==> src/rtl/pipelined_adder.sv <==
// pipelined_adder: unsigned WIDTH-bit adder split into CHUNK-bit slices, one
// slice per pipeline stage, with valid/ready handshakes on input and output.
// Each transaction carries its own partial sum, inter-slice carry and the
// operand slices still to be added, so transactions never mix.
// Optional feature macro: PIPELINED_ADDER_SAT_EN (saturate sum to all-ones
// when the final carry is set; cout still reports the carry).
module pipelined_adder #(
    parameter int WIDTH = 32,
    parameter int CHUNK = 8
) (
    input  logic             clk,
    input  logic             rst_n,
    input  logic             in_valid,
    output logic             in_ready,
    input  logic [WIDTH-1:0] a,
    input  logic [WIDTH-1:0] b,
    input  logic             cin,
    output logic             out_valid,
    input  logic             out_ready,
    output logic [WIDTH-1:0] sum,
    output logic             cout
);

    localparam int STAGES = WIDTH / CHUNK;

`ifdef PIPELINED_ADDER_SAT_EN
    // Clamp an overflowing result to the largest representable value.
    function automatic logic [WIDTH-1:0] sat_sum(input logic [WIDTH-1:0] raw,
                                                 input logic             carry);
        return carry ? {WIDTH{1'b1}} : raw;
    endfunction
`endif

    for (genvar s = 0; s < STAGES; s++) begin : g_stage
        // Operand bits still to be added when a transaction enters stage s.
        localparam int REM_W = WIDTH - s * CHUNK;
        // Sum bits known once stage s has added its slice.
        localparam int OUT_W = (s + 1) * CHUNK;

        logic             src_vld;
        logic             src_c;
        logic [REM_W-1:0] src_a;
        logic [REM_W-1:0] src_b;
        logic [CHUNK:0]   slice_add;
        logic [OUT_W-1:0] part_d;
        logic [OUT_W-1:0] fin_d;
        logic             adv;

        logic             vld_q;
        logic             carry_q;
        logic [OUT_W-1:0] part_q;

        // ---- stage boundary: source of this stage (input port or previous stage)
        if (s == 0) begin : g_src
            assign src_vld = in_valid;
            assign src_c   = cin;
            assign src_a   = a;
            assign src_b   = b;
            assign part_d  = slice_add[CHUNK-1:0];
        end else begin : g_src
            assign src_vld = g_stage[s-1].vld_q;
            assign src_c   = g_stage[s-1].carry_q;
            assign src_a   = g_stage[s-1].g_rem.rem_a_q;
            assign src_b   = g_stage[s-1].g_rem.rem_b_q;
            assign part_d  = {slice_add[CHUNK-1:0], g_stage[s-1].part_q};
        end

        // One CHUNK+1 bit add per stage; the MSB is the carry to the next slice.
        assign slice_add = {1'b0, src_a[CHUNK-1:0]}
                         + {1'b0, src_b[CHUNK-1:0]}
                         + {{CHUNK{1'b0}}, src_c};

        // Ready chain: a stage may take new contents when it is empty or
        // when everything downstream of it can move this cycle.
        if (s == STAGES - 1) begin : g_fin
`ifdef PIPELINED_ADDER_SAT_EN
            assign fin_d = sat_sum(part_d, slice_add[CHUNK]);
`else
            assign fin_d = part_d;
`endif
            assign adv = !vld_q || out_ready;
        end else begin : g_fin
            assign fin_d = part_d;
            assign adv   = !vld_q || g_stage[s+1].adv;
        end

        // Stage control and partial-sum register; holds while downstream stalls.
        always_ff @(posedge clk) begin
            if (!rst_n) begin
                vld_q   <= 1'b0;
                carry_q <= 1'b0;
                part_q  <= '0;
            end else if (adv) begin
                vld_q   <= src_vld;
                carry_q <= slice_add[CHUNK];
                part_q  <= fin_d;
            end
        end

        if (s < STAGES - 1) begin : g_rem
            logic [REM_W-CHUNK-1:0] rem_a_q;
            logic [REM_W-CHUNK-1:0] rem_b_q;

            // Operand slices not yet added travel with their transaction.
            always_ff @(posedge clk) begin
                if (adv) begin
                    rem_a_q <= src_a[REM_W-1:CHUNK];
                    rem_b_q <= src_b[REM_W-1:CHUNK];
                end
            end
        end
    end

    // ---- stage boundary: output side of the last stage
    assign in_ready  = g_stage[0].adv;
    assign out_valid = g_stage[STAGES-1].vld_q;
    assign sum       = g_stage[STAGES-1].part_q;
    assign cout      = g_stage[STAGES-1].carry_q;

endmodule

==> config.mk <==
export PLATFORM = sky130hd
export DESIGN_NAME = pipelined_adder
export DESIGN_NICKNAME = d
export VERILOG_FILES = /design/src/rtl/pipelined_adder.sv
export SDC_FILE = /design/constraint.sdc
export NUM_CORES = 1
export LEC_CHECK = 0
export CORE_ASPECT_RATIO = 0.7
export CORE_UTILIZATION = 25
export DETAILED_ROUTE_END_ITERATION = 8
export GPL_TIMING_DRIVEN = 0
export PLACE_DENSITY = 0.53
export SLEW_MARGIN = 20
export SYNTH_ARGS = -nofsm -noshare
export SYNTH_HDL_FRONTEND = slang
export SYNTH_SLANG_ARGS = --single-unit
==> constraint.sdc <==
create_clock -name clk -period 2.6 [get_ports clk]
set_input_delay 0.39 -clock clk [delete_from_list [all_inputs] [get_ports clk]]
set_output_delay 0.39 -clock clk [all_outputs]
set_load 0.01 [all_outputs]
==> metrics.csv <==
stage;metric;value;unit
run_status;status;completed;
sta;fin_setup_tns;0;ns
power_and_ir_drop;power_frac_clock;39.2;%
place;portBuffers;103;
drt;drtIter0Drc;255;
sta;fin_crit;2.46;ns
sta;fin_crit_sh;94.7;%
critical_path;r2r-start;g_stage[1].g_rem.rem_a_q[0];
synth;synth_sequential_area_ratio;64.1;%
critical_path;crit_family;buffers and inverters;
clock_tree;cts-root-buf;clkbuf_16;
global_route;grt_pass1_vias;4985;
sta;slew_viol_final;0;
clock_tree;clk_path_buf_depth;2;
floorplanning;core_area;28100;sq um
hold_path;holdCritPathClass;reg2reg;
place;placed_area;8740;sq um
synth;syn-num-nets;728;
finish;post_route_cells_drive_above_1_share;5.01;%
critical_path;cp_num_buf_inv;4;
clock_tree;cts_setup_buffers;0;
drt;viasPerCell;4.50;
drt;wl;17600;microns
finish;stdcell_count;1129;
synth;yosysWarnings;0;
drt;wl_per_cell;15.6;microns
finish;syn2layout_area_growth;29.1;%
drt;ant_nets;0;
power_and_ir_drop;power_frac_seq;50.4;%
sta;slew_headroom;34.7;%
power_and_ir_drop;power_density;706;nW/um^2
floorplanning;fp.dieH;144;microns
global_route;grt-ovfl-total;0;
synth;synth_cells;623;
finish;fin_nets;850;
place;dp_cells;1097;
finish;postLayoutCellArea;9360;sq um
power_and_ir_drop;worst_ir_drop_vdd;0.000453;V
clock_tree;clock_sinks;184;
global_route;grt_max_degree;57;
critical_path;cp.arrival;2.07;ns
synth;ys_ff_latch;184;
clock_tree;worst_skew_pair.late_latency;0.43;ns
critical_path;cpMaxStageDelayCell;clkdlybuf4s50_1;
critical_path;crit_path_cell_trace;clkdlybuf4s50_1, and4b_1, buf_6, and2_4, clkinv_16, dlygate4sd2_1;
floorplanning;die_area;29700;sq um
sta;rsz0062_at_grt;no;
power_and_ir_drop;p_int;5.10;mW
floorplanning;io-pin-count;104;
power_and_ir_drop;p_switching;1.51;mW
synth;synth_edf_count;96;
place;routabilityCongestion;0.776;
critical_path;worstPathRequired;2.21;ns
critical_path;critical_path_class;in2out;
power_and_ir_drop;power_leakage;3.45;nW
global_route;grt_usage;12.6;%
clock_tree;path_clk_slew;0.06;ns
floorplanning;dieWidth;206;microns
critical_path;start_kind;input port;
clock_tree;htreeDepth;4;
place;dp_hpwl;12900;microns
synth;synth_area;7250;sq um
drt;firstDrtPassIters;5;
sta;worst_pin_slew;0.979;ns
synth;async_reset_ff_share;0;%
synth;synth-main-ff-cell;edfxtp_1;
global_route;grt_pass1_wl;27600;microns
drt;drc_errors;0;
synth;avgSynthCellArea;11.6;sq um
power_and_ir_drop;pwr-share-comb;10.4;%
finish;final_common_cell;nand2_1;
critical_path;crit_start;out_ready;
job;drv_cap;0;
critical_path;cp_slowest_stage_delay;0.46;ns
floorplanning;fp-row-count;51;
power_and_ir_drop;sw_frac_of_total;22.9;%
hold_path;hold_start;g_stage[1].g_rem.rem_a_q[15];
sta;setup_slack;0.137;ns
finish;diodes;0;
sta;fmax;0.406;GHz
critical_path;cp_max_fo;56;
finish;layout_common_cells;nand2_1, clkdlybuf4s50_1, edfxtp_1;
floorplanning;start_util;25.8;%
clock_tree;cts_tree;done;
synth;synth_cell_types;52;
critical_path;endpoint_kind;primary output;
drt;vias;5079;
sta;setup_viol;0;
global_route;antenna_found_initial;0;
clock_tree;cts_made_buffers;17;
sta;fin_worst_skew;0.00914;ns
sta;hold_viol;0;
place;pre_cts_slack;-0.790;ns
state kept, by name (all words and copies together) (netlist names):
name                   cells
g_stage.g_rem.rem_a_q     48
g_stage.part_q            48
g_stage.vld_q              3
cout                       1
g_stage.carry_q            3
out_valid                  1
g_stage.g_rem.rem_b_q     48
sum                       32
layout make-up:
type / instances / area (sq um)
timing repair buffer: 103 / 1030
clock buffer: 18 / 429
multi-input combinational: 400 / 2450
tap: 371 / 464
sequential: 184 / 4640
clock inverter: 14 / 155
fill: 2835 / 18800
buffer: 29 / 125
inverter: 10 / 63.8
stage by stage:
stage                     power (mW)  util [%]  hold slack (ns)
final                           6.61      33.3            0.418
after CTS                       6.69      33.2            0.420
after floorplan                 3.75         -            0.400
after detailed placement        4.09      31.1            0.405
after global placement          4.08      31.1            0.404
after global routing            6.93      33.3            0.424
layer usage:
layer | up-vias | GRT usage [%] | routed length [microns]
li1 | 2508 | - | -
met1 | 2443 | 17.5 | 8860
met2 | 110 | 18.2 | 7470
met3 | 18 | 4.60 | 1080
met4 | 0 | 3.74 | 224
met5 | - | 0 | 0
logic make-up after synthesis:
family	share of synthesized area, %
AND/OR/NAND/NOR	12.7
flip-flops	64.1
XOR/XNOR	0.725
buffers and inverters	2.24
multiplexers	0.138
AO/OA/AOI/OAI	13.1
adder cells (fa/ha/maj)	7.04
synthesized netlist by cell type (all sizes together), types with 2 or more instances:
library cell	count	area (sq um)
nand4b	4	35.0
a31oi	3	18.8
a21oi	70	350
nor3	6	30.0
a2111oi	3	27.5
nand3b	2	15.0
edfxtp	96	2880
ha	28	350
a211oi	15	113
o21ai	16	80.1
nand4	2	12.5
nand3	17	85.1
clkbuf	16	60.1
buf	13	65.1
o21a	6	45.0
o211a	2	20.0
and2	3	21.3
xnor2	5	43.8
inv	7	26.3
or3	4	25.0
or4	2	15.0
o31a	2	17.5
o31ai	3	22.5
clkinv	3	11.3
and3	4	25.0
nor2	24	90.1
nand2	124	465
o22ai	3	18.8
nand2b	3	18.8
fa	8	160
a211o	7	61.3
nor3b	3	22.5
a21o	9	67.6
dfxtp	88	1760
o2111ai	6	52.6
o211ai	4	30.0
power by group through the flow:
stage                     sequential, mW  clock [mW]  combinational [mW]
after floorplan                     3.39           0               0.368
after global placement              3.39           0               0.687
after detailed placement            3.40           0               0.691
after CTS                           3.33        2.67               0.695
after global routing                3.35        2.81               0.770
final                               3.33        2.59               0.689
final timing paths:
kind	slack (ns)	to	cells past startpoint
setup / recovery	0.14	in_ready	6
hold / removal	0.42	g_stage[2].g_rem.rem_a_q[7]	0
setup reg to reg	0.22	g_stage[2].part_q[22]	6
hold reg to reg	0.42	g_stage[2].g_rem.rem_a_q[7]	0
what timing repair did:
item                                    4_1_cts  5_1_grt
hold buffers                                  0        0
gates resized for setup                       4        1
endpoints found under the setup margin        1        1
Note: power is estimated with default switching activity, not from simulation.
